### config.mk
export PLATFORM = sky130hd
export DESIGN_NAME = board_draw_sequencer
export DESIGN_NICKNAME = d
export VERILOG_FILES = /design/src/rtl/board_draw_sequencer_pkg.sv /design/src/rtl/board_draw_sequencer_grid_cursor.sv /design/src/rtl/board_draw_sequencer.sv
export SDC_FILE = /design/constraint.sdc
export NUM_CORES = 1
export LEC_CHECK = 0
export CAP_MARGIN = 25
export CORE_MARGIN = 4
export CORE_UTILIZATION = 48
export CTS_CLUSTER_SIZE = 28
export DETAILED_ROUTE_END_ITERATION = 12
export DONT_BUFFER_PORTS = 1
export PLACE_DENSITY = 0.71
export SETUP_SLACK_MARGIN = 0.02
export SLEW_MARGIN = 20
export SYNTH_ARGS = -nofsm -noshare
export SYNTH_HDL_FRONTEND = slang
export SYNTH_SLANG_ARGS = --single-unit
### constraint.sdc
create_clock -name clk -period 3.4 [get_ports clk]
set_clock_uncertainty 0.05 [all_clocks]
set_input_delay 0.68 -clock clk [delete_from_list [all_inputs] [get_ports clk]]
set_output_delay 0.68 -clock clk [all_outputs]
set_load 0.03 [all_outputs]
### src/rtl/board_draw_sequencer_pkg.sv
// Shared constants for the board draw path: copy-engine memory selects, screen geometry,
// the empty tile code and the sequencer state encoding.
package board_draw_sequencer_pkg;

    localparam logic [1:0] MEM_TITLE = 2'b00;
    localparam logic [1:0] MEM_GAME  = 2'b01;
    localparam logic [1:0] MEM_END   = 2'b10;
    localparam logic [1:0] MEM_TILE  = 2'b11;

    localparam int SCREEN_W = 320;
    localparam int SCREEN_H = 240;
    localparam int TILE_PX  = 16;

    localparam logic [3:0] EMPTY_CODE         = 4'd0;
    localparam logic [5:0] TRANSPARENT_COLOUR = 6'b001100;

    // Idle cycles after copy_finished so the copy engine can re-arm before the next go.
    localparam int GAP_CYCLES = 2;

    typedef enum logic [3:0] {
        S_IDLE,
        S_BG_ISSUE,
        S_BG_WAIT,
        S_FETCH,
        S_LATCH,
        S_ISSUE,
        S_WAIT,
        S_GAP,
        S_NEXT,
        S_DONE
    } seq_state_t;

endpackage

### src/rtl/board_draw_sequencer_grid_cursor.sv
// Row-major board cursor: col advances on enable, wraps into the next row, and o_last
// flags the final cell of the board.
module grid_cursor #(
    parameter int COLS = 20,
    parameter int ROWS = 15,
    parameter int CW   = $clog2(COLS),
    parameter int RW   = $clog2(ROWS)
) (
    input  logic          clk,
    input  logic          rst,
    input  logic          i_clr,
    input  logic          i_en,
    output logic [CW-1:0] o_col,
    output logic [RW-1:0] o_row,
    output logic          o_last
);

    logic [CW-1:0] r_col;
    logic [RW-1:0] r_row;
    logic          w_col_end;
    logic          w_row_end;

    assign w_col_end = (r_col == CW'(COLS - 1));
    assign w_row_end = (r_row == RW'(ROWS - 1));

    always_ff @(posedge clk or posedge rst) begin
        if (rst) begin
            r_col <= '0;
            r_row <= '0;
        end else if (i_clr) begin
            r_col <= '0;
            r_row <= '0;
        end else if (i_en) begin
            if (w_col_end) begin
                r_col <= '0;
                r_row <= w_row_end ? '0 : r_row + 1'b1;
            end else begin
                r_col <= r_col + 1'b1;
            end
        end
    end

    assign o_col  = r_col;
    assign o_row  = r_row;
    assign o_last = w_col_end && w_row_end;

endmodule

### src/rtl/board_draw_sequencer.sv
// Walks the game board and issues one copy-engine tile draw per non-empty cell.
// Define BACKGROUND_FIRST_EN to prefix every pass with a full-screen MEM_GAME draw.
module board_draw_sequencer
    import board_draw_sequencer_pkg::*;
#(
    parameter int         COLS       = 20,
    parameter int         ROWS       = 15,
    parameter logic [8:0] ORIGIN_X   = 9'd0,
    parameter logic [7:0] ORIGIN_Y   = 8'd0,
    parameter logic [3:0] EMPTY_TILE = EMPTY_CODE,
    parameter int         RD_LATENCY = 1
) (
    input  logic       clk,
    input  logic       reset_n,
    input  logic       start,
    output logic [8:0] board_addr,
    input  logic [3:0] board_code,
    output logic       copy_go,
    output logic [8:0] copy_X,
    output logic [7:0] copy_Y,
    output logic [1:0] copy_mem_sel,
    output logic [3:0] copy_tile_sel,
    input  logic       copy_finished,
    output logic       busy,
    output logic       done
);

    localparam int CW = $clog2(COLS);
    localparam int RW = $clog2(ROWS);

    seq_state_t    r_state;
    logic [1:0]    r_cnt;
    logic [CW-1:0] w_col;
    logic [RW-1:0] w_row;
    logic          w_last;
    logic          w_clr;
    logic          w_adv;
`ifdef BACKGROUND_FIRST_EN
    logic          r_bg;
`endif

    assign w_clr = (r_state == S_IDLE) && start;
    assign w_adv = (r_state == S_NEXT);

    grid_cursor #(.COLS(COLS), .ROWS(ROWS), .CW(CW), .RW(RW)) u_cursor (
        .clk    (clk),
        .rst    (reset_n),
        .i_clr  (w_clr),
        .i_en   (w_adv),
        .o_col  (w_col),
        .o_row  (w_row),
        .o_last (w_last)
    );

    // Cursor only moves in NEXT, so the address is stable through FETCH and LATCH.
    assign board_addr = 9'(w_row) * 9'(COLS) + 9'(w_col);

    always_ff @(posedge clk or posedge reset_n) begin
        if (reset_n) begin
            r_state       <= S_IDLE;
            r_cnt         <= '0;
            copy_go       <= 1'b0;
            copy_X        <= '0;
            copy_Y        <= '0;
            copy_mem_sel  <= '0;
            copy_tile_sel <= '0;
            busy          <= 1'b0;
            done          <= 1'b0;
`ifdef BACKGROUND_FIRST_EN
            r_bg          <= 1'b0;
`endif
        end else begin
            copy_go <= 1'b0;
            done    <= 1'b0;
            case (r_state)
                S_IDLE: begin
                    if (start) begin
                        busy  <= 1'b1;
                        r_cnt <= '0;
`ifdef BACKGROUND_FIRST_EN
                        r_bg          <= 1'b1;
                        copy_go       <= 1'b1;
                        copy_X        <= '0;
                        copy_Y        <= '0;
                        copy_mem_sel  <= MEM_GAME;
                        copy_tile_sel <= EMPTY_TILE;
                        r_state       <= S_BG_ISSUE;
`else
                        r_state <= S_FETCH;
`endif
                    end
                end
`ifdef BACKGROUND_FIRST_EN
                S_BG_ISSUE: r_state <= S_BG_WAIT;
                S_BG_WAIT: begin
                    if (copy_finished) begin
                        r_cnt   <= '0;
                        r_state <= S_GAP;
                    end
                end
`endif
                S_FETCH: begin
                    if (r_cnt == 2'(RD_LATENCY - 1)) r_state <= S_LATCH;
                    else                             r_cnt   <= r_cnt + 2'd1;
                end
                S_LATCH: begin
                    copy_tile_sel <= board_code;
                    copy_X        <= ORIGIN_X + 9'({w_col, 4'b0000});
                    copy_Y        <= ORIGIN_Y + 8'({w_row, 4'b0000});
                    copy_mem_sel  <= MEM_TILE;
                    if (board_code == EMPTY_TILE) begin
                        r_state <= S_NEXT;
                    end else begin
                        copy_go <= 1'b1;
                        r_state <= S_ISSUE;
                    end
                end
                S_ISSUE: r_state <= S_WAIT;
                S_WAIT: begin
                    if (copy_finished) begin
                        r_cnt   <= '0;
                        r_state <= S_GAP;
                    end
                end
                S_GAP: begin
                    if (r_cnt == 2'(GAP_CYCLES - 1)) begin
`ifdef BACKGROUND_FIRST_EN
                        if (r_bg) begin
                            r_bg    <= 1'b0;
                            r_cnt   <= '0;
                            r_state <= S_FETCH;
                        end else begin
                            r_state <= S_NEXT;
                        end
`else
                        r_state <= S_NEXT;
`endif
                    end else begin
                        r_cnt <= r_cnt + 2'd1;
                    end
                end
                S_NEXT: begin
                    if (w_last) begin
                        done    <= 1'b1;
                        busy    <= 1'b0;
                        r_state <= S_DONE;
                    end else begin
                        r_cnt   <= '0;
                        r_state <= S_FETCH;
                    end
                end
                S_DONE:  r_state <= S_IDLE;
                default: r_state <= S_IDLE;
            endcase
        end
    end

endmodule

==> results.py <==
metrics = {
    "synthesis": {
        "syn_area_um2": 2026,
        "yosysMostFrequentCell": "dfrtp_1",
        "synth_edf_count": 0,
        "synth_top_flop_cell": "dfrtp_1",
        "synthXorXnorAreaFrac_pct": 3.459,
        "yosys.area_share.simple_pct": 18.10,
        "ys_ff_latch": 32,
        "syn_avg_cell_area_um2": 10.83,
        "synth-compound-area-share_pct": 12.91,
        "synthCells": 187,
        "synth_fa_ha_area_share_pct": 8.153,
        "synth_common_cells": "dfrtp_1, nor2_1, buf_4, mux2_2, ha_1",
        "async_reset_ff_share_pct": 100.0,
        "yosysWarnings": 0,
        "ys_seq_area_share_pct": 39.53,
        "yosysTopAreaCellShare_pct": 39.53,
        "synth_top_family_by_area": "simple AND/OR/NAND/NOR gates",
        "ys_top_cells_by_area": "dfrtp_1, mux2_2, ha_1, buf_4, nor2_1",
        "synthDistinctLibCells": 56,
        "synth.largest_area_cell": "dfrtp_1",
        "muxShareOfSynthArea_pct": 9.450,
    },
    "power": {
        "power.switching_w": 0.0008890,
        "intPower_w": 0.001053,
        "switching_share_pct": 45.77,
        "p_leak_nw": 1.000,
        "pwr-share-clk_pct": 18.8,
        "peakVddDrop_mv": 0.4643,
        "power_frac_comb_pct": 36.2,
        "seqPwrFrac_pct": 45.0,
        "powerDensity_nw_per_um2": 916.5,
    },
    "critical_path": {
        "r2r-end": "copy_Y[5]$_DFFE_PP0P_",
        "cp-start-kind": "register",
        "r2r-start": "r_state[2]$_DFFE_PP0P_",
        "reg2reg_slack_ns": 1.18,
        "required_ns": 2.67,
        "endpoint_kind": "output port",
        "ff2ff_path_depth": 3,
        "cp.arrival_ns": 2.51,
        "path_class": "register to output port",
        "path_max_fanout": 9,
    },
    "global_route": {
        "overflow": 0,
        "grt_pass1_wl_mm": 6.982,
        "use_met3_pct": 6.474,
        "grt_max_degree": 19,
        "antenna_found_initial": 0,
        "busiest_layer": "met2",
        "grt_pass1_vias": 1480,
        "grt_usage_pct": 17.04,
        "grtUsageMet1_pct": 19.56,
        "grt_use_met2_pct": 28.16,
    },
    "timing": {
        "maxSlewViolCount": 0,
        "setup_violations": 0,
        "post-route-period-util_pct": 95.25,
        "setup_ws_ns": 0.1616,
        "tightest_slew_ns": 0.7542,
        "fin_tns_setup_ns": 0,
        "hold_violations": 0,
        "fin_crit_ns": 3.238,
        "fmaxAchievable_ghz": 0.3088,
        "slew-limit-headroom_pct": 49.55,
        "rsz0062_at_grt": "no",
    },
    "clocking": {
        "cts_hold_buf": 0,
        "cts_tree": "done",
        "cts_buffers": 5,
        "cts_num_sinks": 32,
        "clockRootBuffer": "clkbuf_8",
        "h-tree-depth": 2,
        "clkSlewWorstSetupHoldPaths_ns": 0.07,
        "clk-insertion-delay-late_ns": 0.29,
        "cts_buffer_depth": 2,
    },
    "floorplanning": {
        "fp.dieH_um": 72.97,
        "die_area_um2": 5324,
        "rows": 23,
        "pin_count": 43,
        "initial_core_util_pct": 50.28,
        "core_area_um2": 4029,
        "die_x_um": 72.97,
    },
    "placed_design": {
        "io_buffer_count": 0,
        "place_congestion": 0.8676,
        "place_worst_setup_slack_ns": 0.3661,
        "placed_cells": 228,
        "dp_hpwl_mm": 2.790,
    },
    "route": {
        "wl_mm": 3.883,
        "drc_errors": 0,
        "vias": 1359,
        "wire_per_inst_um": 16.45,
        "drt_iter0_drc": 81,
        "dr.pass1.iters": 4,
        "routed_via_density": 5.758,
        "antenna_left": 0,
    },
    "finish": {
        "diodes": 0,
        "fin_nets": 205,
        "final_core_util_pct": 52.61,
        "final_cells": 236,
        "area_growth_pct": 4.632,
        "drive_gt1_share_pct": 22.58,
    },
    "run": {
        "max_cap_violations": 0,
    },
    "status": {
        "status": "finished clean",
    },
    "hold_path": {
        "hp-class": "input pin to async pin",
    },
}
[per-stage QoR]
stage                     cell area, um^2  hold WS [ns]  total power [W]
after CTS                            2116        0.2902         0.001956
final                                2120        0.2759         0.001943
after floorplan                      2052        0.4594         0.001491
after detailed placement             2004        0.5096         0.001585
after global placement               2004        0.4883         0.001548
after global routing                 2120        0.3241         0.002088
[area by class of cell]
type                            count  area, um^2
Sequential cell                    32       803.3
Fill cell                         370        1909
Multi-Input combinational cell    135        1086
Timing Repair Buffer                4       30.03
Tap cell                           50       62.56
Inverter                            7       26.28
Clock inverter                      3       42.54
Clock buffer                        5       68.82
[kinds of logic (layout without fill, tap and decap cells)]
| kind of cell | count (synthesis) | count (layout) |
|---|---|---|
| compound gates | 35 | 35 |
| xor+xnor | 8 | 8 |
| fa+ha+maj | 12 | 12 |
| buf+inv | 27 | 19 |
| flops | 32 | 32 |
| mux | 17 | 17 |
| other cells | 1 | 8 |
| simple gates | 55 | 55 |
[worst max-delay path by stage]
stage / startpoint / to / slack, ns
final: u_cursor.o_row[1]$_DFFE_PP0P_ / board_addr[8] / 0.16
after global routing: u_cursor.o_row[1]$_DFFE_PP0P_ / board_addr[8] / 0.04
after CTS: u_cursor.o_row[1]$_DFFE_PP0P_ / board_addr[8] / 0.04
after detailed placement: u_cursor.o_row[1]$_DFFE_PP0P_ / board_addr[8] / 0.37
after global placement: u_cursor.o_row[1]$_DFFE_PP0P_ / board_addr[8] / 0.44
after floorplan: u_cursor.o_row[1]$_DFFE_PP0P_ / board_addr[8] / 0.52
[critical path: stages (launching register included)]
cell and delay (ns):
dfrtp_2 0.49, ha_1 0.32, ha_1 0.23, fa_1 0.53
nand2_1 0.10, nor3_1 0.18, xnor2_1 0.10, a21o_2 0.28
[routing by layer]
| metal | vias up | wire [um] | share of wire (%) |
|---|---|---|---|
| met5 | - | 0 | 0 |
| met4 | 0 | 65 | 1.7 |
| met3 | 6 | 294 | 7.6 |
| met2 | 39 | 1921 | 49 |
| met1 | 673 | 1602 | 41 |
| li1 | 641 | - | - |
[cells in the final DEF (no fill, tap or decap), types with 2 or more instances in the layout]
| master | count |
|---|---|
| dfrtp_1 | 30 |
| nor2_1 | 15 |
| mux2_2 | 13 |
| ha_1 | 10 |
| a21oi_1 | 8 |
| conb_1 | 8 |
| inv_1 | 7 |
| o21ai_0 | 5 |
| xnor2_1 | 5 |
| clkbuf_8 | 5 |
| nor3_1 | 4 |
| nand2_1 | 4 |
| nor2b_1 | 4 |
| a21o_1 | 4 |
| buf_4 | 4 |
| nand2b_1 | 3 |
| mux2i_1 | 3 |
| xor2_1 | 3 |
| nand3_1 | 3 |
| a211oi_1 | 3 |
| or3_1 | 2 |
| nand4_1 | 2 |
| and2_1 | 2 |
| and4b_1 | 2 |
| fa_1 | 2 |
| dfrtp_2 | 2 |
[power by group through the flow]
stage          Clock [W]  Combinational [W]  Sequential, W
2_1_floorplan          0           0.000740       0.000751
3_3_place_gp           0           0.000682       0.000867
4_1_cts         0.000373           0.000710       0.000872
6_report        0.000365           0.000704       0.000874
5_1_grt         0.000393           0.000792       0.000903
3_5_place_dp           0           0.000706       0.000879
[sequential cells by signal, indices dropped and copies added (netlist names)]
register and cells:
u_cursor.o_col 5, r_state 4, u_cursor.o_row 4, copy_tile_sel 4, copy_go 1, copy_Y 4, r_cnt 2, busy 1
done 1, copy_mem_sel 1, copy_X 5
[repair_timing]
action / in CTS / in global routing
resized for setup: 0 / 3
endpoints found under the setup margin: 0 / 1
buffers inserted: 0 / 0
Power figures use the tool's default switching activity.
